$ cat config.mk
export PLATFORM = sky130hd
export DESIGN_NAME = mbist_march_ctrl
export DESIGN_NICKNAME = d
export VERILOG_FILES = /design/src/rtl/mbist_pkg.sv /design/src/rtl/mbist_addr_gen.sv /design/src/rtl/mbist_march_ctrl.sv
export SDC_FILE = /design/constraint.sdc
export NUM_CORES = 1
export LEC_CHECK = 0
export BUFFER_PORTS_ARGS = -buffer_cell sky130_fd_sc_hd__buf_2
export CORE_MARGIN = 1
export CORE_UTILIZATION = 55
export DETAILED_ROUTE_END_ITERATION = 10
export MAX_ROUTING_LAYER = met4
export PLACE_DENSITY = 0.91
export SLEW_MARGIN = 20
export SYNTH_ARGS = -nofsm -noshare
export SYNTH_HDL_FRONTEND = slang
export SYNTH_SLANG_ARGS = --single-unit
$ cat constraint.sdc
create_clock -name clk -period 4.5 [get_ports clk]
set_input_delay 0.45 -clock clk [delete_from_list [all_inputs] [get_ports clk]]
set_output_delay 0.45 -clock clk [all_outputs]
set_load 0.005 [all_outputs]
$ cat src/rtl/mbist_pkg.sv
// Shared types and March C- element table for the MBIST controller.
package mbist_pkg;

  typedef enum logic [2:0] {
    IDLE,
    RD_ISSUE,
    RD_CHECK,
    WR,
    DONE
  } mbist_state_e;

  localparam int unsigned MARCH_ELEMS = 6;

  typedef struct packed {
    logic dir_down;
    logic rd_en;
    logic rd_val;
    logic wr_en;
    logic wr_val;
  } march_elem_t;

  localparam march_elem_t ELEM_0 = '{dir_down: 1'b0, rd_en: 1'b0, rd_val: 1'b0, wr_en: 1'b1, wr_val: 1'b0};
  localparam march_elem_t ELEM_1 = '{dir_down: 1'b0, rd_en: 1'b1, rd_val: 1'b0, wr_en: 1'b1, wr_val: 1'b1};
  localparam march_elem_t ELEM_2 = '{dir_down: 1'b0, rd_en: 1'b1, rd_val: 1'b1, wr_en: 1'b1, wr_val: 1'b0};
  localparam march_elem_t ELEM_3 = '{dir_down: 1'b1, rd_en: 1'b1, rd_val: 1'b0, wr_en: 1'b1, wr_val: 1'b1};
  localparam march_elem_t ELEM_4 = '{dir_down: 1'b1, rd_en: 1'b1, rd_val: 1'b1, wr_en: 1'b1, wr_val: 1'b0};
  localparam march_elem_t ELEM_5 = '{dir_down: 1'b0, rd_en: 1'b1, rd_val: 1'b0, wr_en: 1'b0, wr_val: 1'b0};

  // Indices past the last element decode to an all-zero (no-op) entry.
  function automatic march_elem_t march_elem(input logic [2:0] idx);
    case (idx)
      3'd0:    return ELEM_0;
      3'd1:    return ELEM_1;
      3'd2:    return ELEM_2;
      3'd3:    return ELEM_3;
      3'd4:    return ELEM_4;
      3'd5:    return ELEM_5;
      default: return '0;
    endcase
  endfunction

endpackage

$ cat src/rtl/mbist_addr_gen.sv
// Up/down address counter for March elements; load selects the start end
// (0 or DEPTH-1) and last flags the terminal address for the current direction.
module mbist_addr_gen #(
  parameter int ADDR_W = 6,
  parameter int DEPTH  = 2 ** ADDR_W
) (
  input  logic              clk,
  input  logic              rst_n,
  input  logic              load_i,
  input  logic              load_down_i,
  input  logic              adv_i,
  input  logic              down_i,
  output logic [ADDR_W-1:0] addr_o,
  output logic              last_o
);

  localparam logic [ADDR_W-1:0] TOP_ADDR = ADDR_W'(DEPTH - 1);

  logic [ADDR_W-1:0] addr_q, addr_d;

  always_comb begin
    addr_d = addr_q;
    if (load_i) begin
      addr_d = load_down_i ? TOP_ADDR : '0;
    end else if (adv_i) begin
      addr_d = down_i ? addr_q - 1'b1 : addr_q + 1'b1;
    end
  end

  always_ff @(posedge clk) begin
    if (!rst_n) begin
      addr_q <= '0;
    end else begin
      addr_q <= addr_d;
    end
  end

  assign addr_o = addr_q;
  assign last_o = down_i ? (addr_q == '0) : (addr_q == TOP_ADDR);

endmodule

$ cat src/rtl/mbist_march_ctrl.sv
// March C- BIST controller driving a single-port SRAM with first-fail capture.
// Optional: define MBIST_STOP_ON_FAIL_EN to end the run at the first mismatch.
module mbist_march_ctrl
  import mbist_pkg::*;
#(
  parameter int ADDR_W = 6,
  parameter int DATA_W = 8,
  parameter int DEPTH  = 2 ** ADDR_W
) (
  input  logic              clk,
  input  logic              rst_n,
  input  logic              start,
  output logic              busy,
  output logic              done,
  output logic              fail,
  output logic [ADDR_W-1:0] fail_addr,
  output logic [DATA_W-1:0] fail_data,
  output logic [2:0]        fail_elem,
  output logic [ADDR_W-1:0] ramaddr,
  output logic [DATA_W-1:0] ramin,
  output logic              rwbar,
  output logic              cs,
  input  logic [DATA_W-1:0] ramout
);

  mbist_state_e      state_q, state_d;
  logic [2:0]        elem_q, elem_d, elem_nxt;
  logic              busy_q, busy_d, done_q, done_d, fail_q, fail_d;
  logic [ADDR_W-1:0] fail_addr_q, fail_addr_d;
  logic [DATA_W-1:0] fail_data_q, fail_data_d;
  logic [2:0]        fail_elem_q, fail_elem_d;
  logic [DATA_W-1:0] ramin_q, ramin_d;
  logic              rwbar_q, rwbar_d, cs_q, cs_d;
  logic              ld, ld_down, adv, addr_last, step_addr, mismatch;
  logic [ADDR_W-1:0] addr;

  mbist_addr_gen #(
    .ADDR_W (ADDR_W),
    .DEPTH  (DEPTH)
  ) u_addr_gen (
    .clk         (clk),
    .rst_n       (rst_n),
    .load_i      (ld),
    .load_down_i (ld_down),
    .adv_i       (adv),
    .down_i      (march_elem(elem_q).dir_down),
    .addr_o      (addr),
    .last_o      (addr_last)
  );

  assign elem_nxt = elem_q + 3'd1;

  always_comb begin
    state_d     = state_q;
    elem_d      = elem_q;
    done_d      = done_q;
    fail_d      = fail_q;
    fail_addr_d = fail_addr_q;
    fail_data_d = fail_data_q;
    fail_elem_d = fail_elem_q;
    ld          = 1'b0;
    ld_down     = 1'b0;
    adv         = 1'b0;
    step_addr   = 1'b0;
    mismatch    = (state_q == RD_CHECK) &&
                  (ramout != {DATA_W{march_elem(elem_q).rd_val}});

    case (state_q)
      IDLE, DONE: begin
        if (start) begin
          state_d     = WR;
          elem_d      = '0;
          ld          = 1'b1;
          done_d      = 1'b0;
          fail_d      = 1'b0;
          fail_addr_d = '0;
          fail_data_d = '0;
          fail_elem_d = '0;
        end
      end
      RD_ISSUE: state_d = RD_CHECK;
      RD_CHECK: begin
        if (mismatch) begin
          fail_d = 1'b1;
          if (!fail_q) begin
            fail_addr_d = addr;
            fail_data_d = ramout;
            fail_elem_d = elem_q;
          end
        end
        if (march_elem(elem_q).wr_en) state_d = WR;
        else                          step_addr = 1'b1;
      end
      WR:      step_addr = 1'b1;
      default: state_d = IDLE;
    endcase

    // Last op at this address done: advance, roll into next element, or finish.
    if (step_addr) begin
      if (!addr_last) begin
        adv     = 1'b1;
        state_d = march_elem(elem_q).rd_en ? RD_ISSUE : WR;
      end else if (elem_q == 3'(MARCH_ELEMS - 1)) begin
        state_d = DONE;
        done_d  = 1'b1;
      end else begin
        elem_d  = elem_nxt;
        ld      = 1'b1;
        ld_down = march_elem(elem_nxt).dir_down;
        state_d = march_elem(elem_nxt).rd_en ? RD_ISSUE : WR;
      end
    end

`ifdef MBIST_STOP_ON_FAIL_EN
    if (mismatch) begin
      state_d = DONE;
      done_d  = 1'b1;
      elem_d  = elem_q;
      ld      = 1'b0;
      adv     = 1'b0;
    end
`endif

    busy_d  = (state_d == RD_ISSUE) || (state_d == RD_CHECK) || (state_d == WR);
    cs_d    = busy_d;
    rwbar_d = (state_d != WR);
    ramin_d = (state_d == WR) ? {DATA_W{march_elem(elem_d).wr_val}} : ramin_q;
  end

  always_ff @(posedge clk) begin
    if (!rst_n) begin
      state_q     <= IDLE;
      elem_q      <= '0;
      busy_q      <= 1'b0;
      done_q      <= 1'b0;
      fail_q      <= 1'b0;
      fail_addr_q <= '0;
      fail_data_q <= '0;
      fail_elem_q <= '0;
      ramin_q     <= '0;
      rwbar_q     <= 1'b1;
      cs_q        <= 1'b0;
    end else begin
      state_q     <= state_d;
      elem_q      <= elem_d;
      busy_q      <= busy_d;
      done_q      <= done_d;
      fail_q      <= fail_d;
      fail_addr_q <= fail_addr_d;
      fail_data_q <= fail_data_d;
      fail_elem_q <= fail_elem_d;
      ramin_q     <= ramin_d;
      rwbar_q     <= rwbar_d;
      cs_q        <= cs_d;
    end
  end

  assign busy      = busy_q;
  assign done      = done_q;
  assign fail      = fail_q;
  assign fail_addr = fail_addr_q;
  assign fail_data = fail_data_q;
  assign fail_elem = fail_elem_q;
  assign ramaddr   = addr;
  assign ramin     = ramin_q;
  assign rwbar     = rwbar_q;
  assign cs        = cs_q;

endmodule

* After elaboration in Yosys (flattened, before gate mapping)
Cells that the tools add are included.
** Storage, ports and cells
- Register bits after elaboration :: 34
- Latch bits :: 0
- Memory bits (writable) :: 0
- Bits in read-only memories :: 0
- Input bits :: 11
- Output and inout bits :: 36
- Logic and storage cells :: 114
- Memories :: 0
** Operators by class
- Add/subtract/negate cells :: 3
- $mul :: 0
- Div/mod/pow operators :: 0
- $lt $le $gt $ge :: 0
- Equality and inequality tests :: 28
- Shift-type cells :: 0
- Mux-type cells :: 59
- Bitwise operators :: 0
- Reductions and logical operators :: 13
** Operator list (number)
- $pmux 5 s6 :: 2
- $mux 6 :: 7
- $mux 3 :: 13
- $eq 3x2->1 const B :: 10
- $mux 8 :: 3
- $eq 3x3->1 const B :: 7
- $mux 4 :: 5
- $mux 1 :: 19
- $pmux 8 s2 :: 1
- $eq 3x1->1 const B :: 5
- $logic_not 3->1 :: 4
- $pmux 3 s4 :: 1
- $pmux 6 s2 :: 1
- $ne 8x8->1 :: 1
- $add 6x1->6 const B :: 1
- $eq 6x6->1 const B :: 1
- $logic_not 6->1 :: 1
- $mux 2 :: 3
- $ne 2x2->1 const B :: 3
- $pmux 1 s6 :: 1
- $pmux 3 s2 :: 1
- $sub 6x1->6 const B :: 1
- $pmux 1 s2 :: 2
- $reduce_and 4->1 :: 1
- 7 further kinds :: 9

* Longest topological paths before layout
- Word-level depth :: 13
- Mapped depth :: 12
- Gate-level depth less buffers :: 11

* Cells and area by module
A second synthesis with hierarchy kept.
** Second synthesis, totals
- Cell total of the unflattened synthesis :: 195
- Area, all modules :: 1829.3 sq um
** Modules (own cells, without submodules)
- mbist_march_ctrl :: instances 1, cells an instance 134, area each 1347.5 sq um, sequential area each 560.5 sq um
- mbist_addr_gen :: instances 1, cells an instance 61, area each 481.7 sq um, sequential area each 120.1 sq um

* Worst setup path after synthesis
No wires, ideal clock.
- Kind :: flip-flop to flip-flop
- From :: register elem_q[0]
- To :: register u_addr_gen.addr_q[5], in the netlist u_addr_gen.addr_o[5]
- Setup time :: 0.116 ns
- Data arrival time :: 2.170 ns
- Data required time :: 4.384 ns
- Setup slack :: 2.213 ns
- Cell stages (with the launch flop) :: 12
- Buffers on the path :: 0
- Clock period less this slack :: 2.287 ns
- Cell sequence :: dfxtp_1 inv_1 ha_1 a21oi_4 inv_2 ha_1 a211oi_1 o21bai_1 a21oi_1 xnor2_1 o21ai_0 o211a_1
** Between the ends
- Word-level cells in the longest chain between the ends :: 8
- Elaborated cells between the ends (all ways) :: 32
- Those cells by class :: 1 x add/sub; 10 x eq/ne; 18 x mux; 3 x reduce/logical
** RTL lines
- start: declaration :: RTL line mbist_march_ctrl.sv:27 : logic [2:0] elem_q, elem_d, elem_nxt;
- start signal: assignment :: RTL line mbist_march_ctrl.sv:145 : elem_q <= elem_d;
- $add 3x1->3, or another cell as far along :: RTL line mbist_march_ctrl.sv:51 : assign elem_nxt = elem_q + 3'd1;
- $eq 3x3->1, or another cell as far along :: RTL line mbist_pkg.sv:31 : case (idx)
- $pmux 5 s6 or $mux 2 (tied branches) :: RTL line mbist_pkg.sv:31, mbist_march_ctrl.sv:68
- $mux 1 (on tied branches) :: RTL line mbist_march_ctrl.sv:103, mbist_march_ctrl.sv:91
- $mux 1 or $pmux 1 s2 (tied branches) :: RTL line mbist_march_ctrl.sv:100, mbist_march_ctrl.sv:68
- $mux 1 :: RTL line mbist_march_ctrl.sv:99 : if (step_addr) begin
- $mux 6 :: RTL line mbist_addr_gen.sv:24 : addr_d = load_down_i ? TOP_ADDR : '0;
- $mux 6 :: RTL line mbist_addr_gen.sv:23 : if (load_i) begin
- end signal: assignment :: RTL line mbist_addr_gen.sv:34 : addr_q <= addr_d;
- end: declaration :: RTL line mbist_addr_gen.sv:19 : logic [ADDR_W-1:0] addr_q, addr_d;
Several ways; a longest one is shown, not always the timed one. The select of a mux whose other input is x is not followed.
A chain may end at the register's enable or synchronous reset.

* Worst setup path after layout
Same ends and word-level chain as after synthesis.

==> flow_summary.json <==
{
  "postSynthCellCount": 216,
  "final_antenna_net_count": 0,
  "crit_reg_reg_startpoint": "elem_q[0]",
  "p_clk_frac": 0.237,
  "crit_required_ns": 4.79,
  "netsw_mw": 0.227,
  "area_delta_synth_final_pct": 12.7,
  "setup.worst_path.end_class": "flip-flop",
  "total_leakage_power_nw": 1.00,
  "period_minus_slack_ns": 2.61,
  "post_cts.resized_instances": 0,
  "fin_cells": 300,
  "startpoint_type": "flip-flop",
  "initial_utilization": 0.579,
  "design.core.area_sq_mm": 0.00334,
  "fin_worst_hold_slack_ns": 0.390,
  "ys.warnings.count": 0,
  "dpl.hpwl_microns": 2960,
  "synth_commonest_cells": "dfxtp_1, nand2_1, nand4_1, nor2_1, o21ai_0",
  "criticalPathCategory": "reg -> reg",
  "max-clock-path-buffers": 2,
  "final_net_count": 277,
  "drt_drc_violations_left": 0,
  "first_global_vias": 1506,
  "drt_pre_antenna_iters": 4,
  "post-route-period-util": 0.580,
  "power_per_cell_area_mw_per_mm2": 314,
  "placed_cells": 293,
  "clkTransAtPathRegs_ns": 0.11,
  "global_route_overflow": 0,
  "avgSynthCellArea_sq_um": 8.94,
  "chipWidth_microns": 61.2,
  "drive_above_1_share": 0.260,
  "cpLargestDelayFamily": "compound AO/OA/AOI/OAI gates",
  "gp_congestion": 0.913,
  "comb_power_share": 0.243,
  "grt_antenna_before_repair": 0,
  "syn_nets": 239,
  "final-hold-violation-count": 0,
  "hold_buffers": 0,
  "synth_edf_count": 0,
  "cts_tree": "done",
  "timing.slew.headroom": 0.493,
  "timing.critical_path.cells": "inv_1 > ha_1 > a21oi_4 > inv_2 > ha_1 > o21ai_0 > o21bai_1 > a21oi_1 > xnor2_1 > o21ai_0 > o211a_1",
  "finalSetupTns_ns": 0,
  "h-tree-depth": 2,
  "number_of_input_and_output_port_buffers_inserted": 46,
  "report.final.setup_viol": 0,
  "num_vias": 1683,
  "critPathLaunch": "elem_q[0]",
  "clock-sinks": 34,
  "vias_per_cell": 5.61,
  "clock-root-buffer": "clkbuf_4",
  "numCtsBuffers": 5,
  "routed_wl_microns": 4010,
  "ioPinCount": 47,
  "distinct_cell_type_count_of_the_synthesized_netlist": 52,
  "worst-path-max-fanout": 8,
  "postPlaceCellArea_sq_mm": 0.00213,
  "detailedRoute.firstIterationViolations": 45,
  "hold_start": "ramout[7]",
  "max_cap_violations": 0,
  "first_pass_grt_wire_length_microns": 6650,
  "yosys_register_bits": 34,
  "post_synth_main_area_contributors": "dfxtp_1, ha_1, nand4_1",
  "synth.cell_area_sq_mm": 0.00193,
  "post_cts.repair.setup_buffers": 0,
  "critical_path_buf_inv_count": 2,
  "total_power_mw": 0.683,
  "timing.critical_path.slowest_cell_delay_ns": 0.44,
  "grt_setup_unrepaired": "false",
  "fmax_mhz": 383,
  "yosys.area.top_type": "dfxtp_1",
  "critPathArrivalTime_ns": 2.90,
  "grt_max_degree": 34,
  "synthFlopType": "dfxtp_1",
  "antenna-diode-count": 0,
  "vdd_drop_max_mv": 0.224,
  "worstMarginPinSlew_ns": 0.757,
  "critical-path-slowest-cell": "dfxtp_1",
  "std_cell_rows": 21,
  "sequentialPowerShare": 0.520,
  "cell_internal_pwr_mw": 0.456,
  "power.share.switching": 0.332,
  "yosys.cell_count.top_type": "dfxtp_1",
  "die_height_microns": 61.2,
  "gr-usage-all-layers": 0.250,
  "die_area_sq_mm": 0.00375,
  "timing.hold.worst.class": "in -> reg",
  "maxSlewViolCount": 0,
  "outcome": "finished clean",
  "final_design_area_no_fill_sq_mm": 0.00218,
  "synth-async-reset-ratio": 0,
  "ys_seq_area_frac": 0.353,
  "post_drt_wl_per_cell_microns": 13.4,
  "clk-insertion-delay-late_ns": 0.35,
  "clock_skew_ns": 0.0119,
  "synthDominantCellAreaShare": 0.353
}
cells in the final DEF (no fill, tap or decap), drive strengths merged, types with 2 or more instances in the layout:
cell / Yosys / layout
ha: 11 / 11
a21oi: 8 / 8
xnor2: 2 / 2
nor3: 4 / 4
nor4b: 2 / 2
nor2b: 10 / 10
nand4: 13 / 13
a41o: 2 / 2
mux2i: 2 / 2
or2: 2 / 2
dfxtp: 34 / 34
o211a: 6 / 6
and2: 3 / 3
a21boi: 10 / 10
buf: 11 / 48
inv: 9 / 9
a21o: 2 / 2
o21ai: 12 / 12
o21a: 3 / 3
xor2: 3 / 3
a22oi: 9 / 9
nand2: 19 / 19
and3: 2 / 2
nor2: 13 / 13
clkbuf: 6 / 6
nor4: 3 / 3
o21bai: 2 / 2
worst reg2reg max path, cell delays in order, from the launching register on:
cell and delay, ns:
dfxtp_1 0.44, inv_1 0.15, ha_1 0.29, a21oi_4 0.25
inv_2 0.14, ha_1 0.35, o21ai_0 0.24, o21bai_1 0.09
a21oi_1 0.19, xnor2_1 0.09, o21ai_0 0.16, o211a_1 0.16
power by group through the flow:
stage | Sequential [mW] | Clock, mW | Combinational [mW]
3_3_place_gp | 0.360 | 0 | 0.163
5_1_grt | 0.360 | 0.179 | 0.187
4_1_cts | 0.355 | 0.161 | 0.166
6_report | 0.355 | 0.162 | 0.166
2_1_floorplan | 0.357 | 0 | 0.117
3_5_place_dp | 0.361 | 0 | 0.165
worst paths after layout:
kind                     endpoint  slack (ns)  depth (start not counted)
min                  fail_data[7]        0.39                          3
max          u_addr_gen.addr_o[5]        1.89                         11
max reg2reg  u_addr_gen.addr_o[5]        1.89                         11
min reg2reg          fail_elem[2]        0.47                          2
registers in the layout, indices dropped and copies added, names as in the netlist:
signal,cells
fail_addr,6
state_q,3
cs,1
fail_elem,3
u_addr_gen.addr_o,6
done,1
fail_data,8
rwbar,1
ramin,1
elem_q,3
fail,1
routing by layer:
| layer | track usage | up-vias | share of wire |
|---|---|---|---|
| met3 | 0.0903 | 7 | 0.056 |
| met5 | - | - | 0 |
| met1 | 0.302 | 776 | 0.46 |
| met2 | 0.388 | 48 | 0.47 |
| li1 | - | 852 | - |
| met4 | 0.0812 | 0 | 0.013 |
cells by family (layout without fill, tap and decap cells):
family	after synthesis	count (layout)	share of synthesized area
buf+inv	26	64	0.0726
xor+xnor	5	5	0.0227
mux	2	2	0.0104
compound gates	64	64	0.244
simple gates	73	73	0.216
flops	34	34	0.353
fa+ha+maj	12	12	0.0817
per-stage QoR:
step | setup WS [ns] | util
5_1_grt | 1.62 | 0.652
2_1_floorplan | 2.21 | -
4_1_cts | 1.92 | 0.652
3_3_place_gp | 2.07 | 0.637
6_report | 1.89 | 0.652
3_5_place_dp | 1.96 | 0.637
final cells by class:
class	instances	area, sq um
Fill cell	289	1160
Multi-Input combinational cell	156	1110
Sequential cell	34	681
Timing Repair Buffer	48	245
Tap cell	46	57.6
Clock buffer	6	41.3
Inverter	9	33.8
Clock inverter	1	7.51
Note: power is estimated with default switching activity, not from simulation.
